## src/rtl/fwd_pkg.sv

```systemverilog
// Shared types and helpers for the forwarding/hazard control unit.
// Statistics are enabled by defining FWD_STATS_EN (see fwd_ctrl).
package fwd_pkg;

    localparam int unsigned REG_W = 5;
    localparam logic [REG_W-1:0] ZR_ADDR = 5'd31;

    typedef enum logic [1:0] {
        FWD_RF    = 2'b00,
        FWD_EXMEM = 2'b01,
        FWD_MEMWB = 2'b10,
        FWD_ZERO  = 2'b11
    } fwd_sel_e;

    typedef struct packed {
        logic             valid;
        logic [REG_W-1:0] rd;
        logic             reg_write;
        logic             mem_read;
    } pipe_slot_t;

    localparam pipe_slot_t SLOT_BUBBLE = '{1'b0, 5'd0, 1'b0, 1'b0};

    // A slot produces a forwardable result only if it really writes a non-zero register.
    function automatic logic slot_writing(input pipe_slot_t s);
        return s.valid & s.reg_write & (s.rd != ZR_ADDR);
    endfunction

    function automatic logic is_fwd(input fwd_sel_e s);
        return (s == FWD_EXMEM) || (s == FWD_MEMWB);
    endfunction

    function automatic logic [15:0] sat_inc(input logic [15:0] v);
        return (v == 16'hFFFF) ? v : v + 16'd1;
    endfunction

endpackage

```

## src/rtl/fwd_match.sv

```systemverilog
// Operand mux select for one EX operand, from the ID source and the EX/MEM slots.
module fwd_match
    import fwd_pkg::*;
(
    input  logic [REG_W-1:0] src,
    input  logic             used,
    input  pipe_slot_t       ex_slot,
    input  pipe_slot_t       mem_slot,
    output fwd_sel_e         sel
);

    // Load/ALU distinction does not affect which stage the value is taken from.
    logic unused_s;
    assign unused_s = ex_slot.mem_read ^ mem_slot.mem_read;

    // Priority chain: unused, zero register, newest producer (EX) before older (MEM).
    always_comb begin
        sel = FWD_RF;
        if (!used) begin
            sel = FWD_RF;
        end else if (src == ZR_ADDR) begin
            sel = FWD_ZERO;
        end else if (slot_writing(ex_slot) && (ex_slot.rd == src)) begin
            sel = FWD_EXMEM;
        end else if (slot_writing(mem_slot) && (mem_slot.rd == src)) begin
            sel = FWD_MEMWB;
        end else begin
            sel = FWD_RF;
        end
    end

endmodule

```

## src/rtl/fwd_ctrl.sv

```systemverilog
// Forwarding select and load-use stall generation for the 5-stage pipeline.
// Define FWD_STATS_EN to add saturating fwd_count / stall_count outputs.
module fwd_ctrl
    import fwd_pkg::*;
(
    input  logic             clk,
    input  logic             reset_n,
    input  logic             id_valid,
    input  logic [REG_W-1:0] id_rn,
    input  logic [REG_W-1:0] id_rm,
    input  logic             id_rn_used,
    input  logic             id_rm_used,
    input  logic [REG_W-1:0] id_rd,
    input  logic             id_reg_write,
    input  logic             id_mem_read,
    input  logic             flush,
`ifdef FWD_STATS_EN
    output logic [15:0]      fwd_count,
    output logic [15:0]      stall_count,
`endif
    output logic [1:0]       fwd_a_sel,
    output logic [1:0]       fwd_b_sel,
    output logic             stall
);

    pipe_slot_t ex_slot_r;
    pipe_slot_t mem_slot_r;
    pipe_slot_t wb_slot_r;
    pipe_slot_t id_slot_s;
    fwd_sel_e   sel_a_s;
    fwd_sel_e   sel_b_s;
    fwd_sel_e   sel_a_r;
    fwd_sel_e   sel_b_r;
    logic       stall_s;
    logic       bubble_s;

    // wb_slot only completes the shadow pipeline; WB hazards resolve in the regfile.
    logic unused_wb_s;
    assign unused_wb_s = ^wb_slot_r;

    assign id_slot_s = '{id_valid, id_rd, id_reg_write, id_mem_read};

    fwd_match u_match_a (
        .src      (id_rn),
        .used     (id_rn_used),
        .ex_slot  (ex_slot_r),
        .mem_slot (mem_slot_r),
        .sel      (sel_a_s)
    );

    fwd_match u_match_b (
        .src      (id_rm),
        .used     (id_rm_used),
        .ex_slot  (ex_slot_r),
        .mem_slot (mem_slot_r),
        .sel      (sel_b_s)
    );

    // Load-use detection; flush masks the stall, and a zero-register rd never writes.
    always_comb begin
        stall_s = 1'b0;
        if (id_valid && !flush && slot_writing(ex_slot_r) && ex_slot_r.mem_read) begin
            stall_s = (id_rn_used && (id_rn == ex_slot_r.rd)) ||
                      (id_rm_used && (id_rm == ex_slot_r.rd));
        end else begin
            stall_s = 1'b0;
        end
    end

    assign bubble_s  = flush | stall_s;
    assign stall     = stall_s;
    assign fwd_a_sel = sel_a_r;
    assign fwd_b_sel = sel_b_r;

    // Shadow pipeline advance and registered operand selects.
    always_ff @(posedge clk or negedge reset_n) begin
        if (!reset_n) begin
            ex_slot_r  <= SLOT_BUBBLE;
            mem_slot_r <= SLOT_BUBBLE;
            wb_slot_r  <= SLOT_BUBBLE;
            sel_a_r    <= FWD_RF;
            sel_b_r    <= FWD_RF;
        end else begin
            mem_slot_r <= ex_slot_r;
            wb_slot_r  <= mem_slot_r;
            if (bubble_s) begin
                ex_slot_r <= SLOT_BUBBLE;
                sel_a_r   <= FWD_RF;
                sel_b_r   <= FWD_RF;
            end else begin
                ex_slot_r <= id_slot_s;
                sel_a_r   <= sel_a_s;
                sel_b_r   <= sel_b_s;
            end
        end
    end

`ifdef FWD_STATS_EN
    logic       fwd_event_s;
    logic [15:0] fwd_count_r;
    logic [15:0] stall_count_r;

    assign fwd_event_s = !bubble_s && (is_fwd(sel_a_s) || is_fwd(sel_b_s));
    assign fwd_count   = fwd_count_r;
    assign stall_count = stall_count_r;

    // Saturating event counters.
    always_ff @(posedge clk or negedge reset_n) begin
        if (!reset_n) begin
            fwd_count_r   <= 16'd0;
            stall_count_r <= 16'd0;
        end else begin
            if (fwd_event_s) begin
                fwd_count_r <= sat_inc(fwd_count_r);
            end else begin
                fwd_count_r <= fwd_count_r;
            end
            if (stall_s) begin
                stall_count_r <= sat_inc(stall_count_r);
            end else begin
                stall_count_r <= stall_count_r;
            end
        end
    end
`endif

endmodule

```

## config.mk

```make
export PLATFORM = sky130hd
export DESIGN_NAME = fwd_ctrl
export DESIGN_NICKNAME = d
export VERILOG_FILES = /design/src/rtl/fwd_pkg.sv /design/src/rtl/fwd_match.sv /design/src/rtl/fwd_ctrl.sv
export SDC_FILE = /design/constraint.sdc
export NUM_CORES = 1
export LEC_CHECK = 0
export CAP_MARGIN = 20
export CORE_MARGIN = 5
export CORE_UTILIZATION = 48
export CTS_CLUSTER_DIAMETER = 30
export CTS_CLUSTER_SIZE = 20
export DETAILED_ROUTE_END_ITERATION = 6
export PLACE_DENSITY = 0.84
export SYNTH_ARGS = -nofsm -noshare
export SYNTH_HDL_FRONTEND = slang
export SYNTH_HIERARCHICAL = 1
export SYNTH_SLANG_ARGS = --single-unit
```

## constraint.sdc

```tcl
create_clock -name clk -period 1.7 [get_ports clk]
set_input_delay 0.34 -clock clk [delete_from_list [all_inputs] [get_ports clk]]
set_output_delay 0.34 -clock clk [all_outputs]
set_load 0.03 [all_outputs]
```

# After elaboration in Yosys (flattened, before gate mapping)

Cells that the tools add are included.

Input port bits: 23
Bits in read-only memories: 0
Flip-flop bits (word level): 19
Bits in writable memories: 0
Bits in latches: 0
Word-level logic and storage cells: 47
Memories: 0

$add $sub $neg: 0
Multiplexer cells: 12
Equal/unequal tests: 10
Multiply operators: 0
Div/mod/pow operators: 0
Bitwise logic cells: 5
Magnitude comparators: 0
Shift-type cells: 0
Reductions and logical operators: 11

Operators with widths:

| operator                                    | count |
|---|---|
| equality test 5 bit                         | 6 |
| two-way mux 2 bit                           | 10 |
| equality test 5 bit (second input constant) | 2 |
| != test 5 bit (second input constant)       | 2 |
| logical AND 1 bit                           | 9 |
| two-way mux 8 bit                           | 1 |
| AND 1 bit                                   | 4 |
| logical NOT 1 bit                           | 1 |
| logical OR 1 bit                            | 1 |
| two-way mux 1 bit                           | 1 |
| OR 1 bit                                    | 1 |

# Depth between registers and ports, before layout

Depth after elaboration: 8
Depth in mapped cells: 6
Gate-level depth less buffers: 6

# Modules after synthesis

Netlist, hierarchy kept.

Modules (own cells, without submodules):

| module    | sequential area each (um2) | cells each | instances | area an instance (um2) |
|---|---|---|---|---|
| fwd_ctrl  | 500.5                      | 66         | 1         | 803.3 |
| fwd_match | 0.0                        | 23         | 2         | 170.2 |

# Least setup slack after synthesis

OpenSTA, ideal clock, no wires.

Path type: register to output
Start: register ex_slot_r[4] (netlist bit)
End: output port stall
Cell stages (with the launch flop): 5
Buffers on the path: 0
Arrival: 1.279 ns
Slack: 0.081 ns
Cell sequence: dfrtp_1 -> xnor2_1 -> nand4_1 -> o22ai_2 -> and2_1

Cells in the longest elaborated chain, start to end: 5
Elaborated cells between the ends (all ways): 10
Classes of those cells: eq/ne: 3; mux: 1; bitwise: 1; reduce/logical: 5

RTL lines:

| what                            | line           | RTL |
|---|---|---|
| start, declared                 | fwd_ctrl.sv:26 | `pipe_slot_t ex_slot_r;` |
| start signal, assigned          | fwd_ctrl.sv:91 | `ex_slot_r <= id_slot_s;` |
| != test 5 bit                   | fwd_pkg.sv:26  | `return s.valid & s.reg_write & (s.rd != ZR_ADDR);` |
| AND 1 bit                       | fwd_pkg.sv:26  |  |
| logical AND 1 bit (2 in series) | fwd_ctrl.sv:62 | `if (id_valid && !flush && slot_writing(ex_slot_r) && ex_slot_r.mem_read) begin` |
| two-way mux 1 bit (*)           | fwd_ctrl.sv:62 |  |
| end, declared                   | fwd_ctrl.sv:23 | `output logic stall` |

Every way passes the cells marked *; elsewhere a longest branch is shown, timed or not.

# Final worst setup path

Start: register ex_slot_r[3] (netlist bit)
End: output port stall

The elaborated chain is that of the path after synthesis.

==> reports/qor.yml <==
first_pass_iters: 4
ys_warn_count: 6
hold_viol: 0
synth_area_sq_um: 1120
clk-insertion-delay-late_ps: 280
wl_per_cell_microns: 16.1
drv_slew: 0
min_path_type: "input port to async pin"
peakVddDrop_uv: 640
synth_nets: 134
grt_pass1_wl_mm: 5.03
antenna_left: 0
timing.slew.headroom_pct: 77.7
max_clock_freq_mhz: 511
layout_setup_ws_ps: -255
io_pins: 28
drv_cap: 0
p_leak_nw: 0.790
criticalPathCategory: "register to primary output"
ff2ff_setup_slack_ps: 190
area_growth_pct: 52.0
timing.rr.start: "ex_slot_r[2]$_DFF_PN0_"
rsz0062_at_grt: "yes"
fill_cells: 168
dpl_worst_slack_ps: -314
regArea_sq_um: 482
drt_wl_total_mm: 3.12
diodes: 0
status: "complete, but fails checks"
gp_congestion: 0.855
setup_tns_ps: -255
multi_input_area_sq_um: 669
cp-endpoint: "stall"
design_area_sq_um: 1700
drive_above_1_share_pct: 30.1
viasPerCell: 5.43
die_h_microns: 58.3
reg2reg_depth: 7
startpoint: "ex_slot_r[3]$_DFF_PN0_"
vias: 1053
grt.total_usage_pct: 19.3
row_count: 17
post-route-min-period_ps: 1960
final_core_util_pct: 76.9
h-tree-depth: 1
arrival_ps: 1620
drc_errors: 0
clk_pin_slew_ps: 100
dp_hpwl_mm: 2.23
fin_skew_ps: 1.82
die_area_sq_um: 3400
clockBufferDepth: 2
cts-hold-fix-buffers: 0
synthCells: 111
timing.rr.end: "fwd_a_sel[0]$_DFF_PN0_"
grt_pass1_vias: 1151
cts_tree: "built"
numCtsBuffers: 3
fin_crit_sh_pct: 115
avgSynthCellArea_sq_um: 10.1
grt_overflow: 0
start_util_pct: 50.6
cts_num_sinks: 19
coreArea_sq_um: 2210
placed_area_sq_um: 1540
worstMarginPinSlew_ps: 334
grt_max_degree: 20
antenna_found_initial: 0
violations: "negative setup slack"
power.density_nw_per_um2: 564
crit_required_ps: 1360
drtIter0Drc: 11
nets: 190
die_w_microns: 58.3
portBuffers: 27
crit_fanout: 5
critPathLaunchType: "register"
end_kind: "primary output"
root_buffer: "clkbuf_4"
setup_viol: 1
## worst max-delay path, stage by stage, from the launching register on
cell     delay (ps)
dfrtp_2         460
xnor2_1         180
nand4_1         150
o22ai_2         230
and2_4          180
buf_6           120
## area by class of cell
cell class	count	area share (%)
repair buffers	54	28.2
clock inverters	1	0.294
flip-flops and latches	19	28.3
well taps	28	2.06
multi-input cells	87	39.4
clock buffers	3	1.32
inverters	2	0.442
## per-layer routing
metal	track usage [%]	share of wire, %	vias to the layer above
li1	-	-	501
met1	22.9	39	508
met2	34.4	53	40
met3	3.12	7.1	4
met4	7.28	1.1	0
met5	0	0	-
## where the power goes
group / switching [mW] / internal, mW / leakage [nW]
clock: 0.127 / 0.0873 / 0.0177
combinational: 0.102 / 0.144 / 0.530
sequential: 0.0264 / 0.472 / 0.242
total: 0.256 / 0.703 / 0.790
## per-stage QoR
step / hold WS [ps] / cells / power (mW)
3_3_place_gp: 430 / 182 / 0.714
3_5_place_dp: 450 / 182 / 0.724
5_1_grt: 377 / 194 / 1.01
6_report: 377 / 194 / 0.959
2_1_floorplan: 44.4 / 111 / 0.592
4_1_cts: 376 / 190 / 0.942
## worst min-delay path by stage
stage / from / to / slack, ps
floorplan: reset_n / ex_slot_r[0]$_DFF_PN0_ / 40
CTS: reset_n / fwd_b_sel[1]$_DFF_PN0_ / 380
global placement: ex_slot_r[1]$_DFF_PN0_ / mem_slot_r[1]$_DFF_PN0_ / 430
finish: reset_n / ex_slot_r[0]$_DFF_PN0_ / 380
detailed placement: ex_slot_r[1]$_DFF_PN0_ / mem_slot_r[1]$_DFF_PN0_ / 450
global route: reset_n / ex_slot_r[0]$_DFF_PN0_ / 380
## repair_timing
item,4_1_cts,5_1_grt
resized for setup,15,9
endpoints found under the hold margin,0,0
buffers inserted,4,4
pin swaps,4,8
endpoints found under the setup margin,1,3
## placed cells by master (no fill, tap or decap), drive strengths merged
| master | n |
|---|---|
| buf | 28 |
| xnor2 | 20 |
| dfrtp | 19 |
| clkdlybuf4s50 | 18 |
| nand2b | 11 |
| a21oi | 11 |
| xor2 | 8 |
| nand4 | 7 |
| dlygate4sd2 | 5 |
| nand2 | 4 |
| nor2 | 4 |
| and3 | 3 |
| clkbuf | 3 |
| dlymetal6s2s | 3 |
| a21boi | 3 |
| a31oi | 3 |
| inv | 2 |
| o2111ai | 2 |
| nand3 | 2 |
| nor3 | 2 |
| a21o | 2 |
| nor4 | 2 |
| nor2b | 1 |
| o22ai | 1 |
| and2 | 1 |
| clkinv | 1 |
## state kept, by name, summed over array words and instances, names as in the netlist
name,cells
ex_slot_r,8
fwd_a_sel,2
fwd_b_sel,2
mem_slot_r,7
Power figures use the tool's default switching activity.
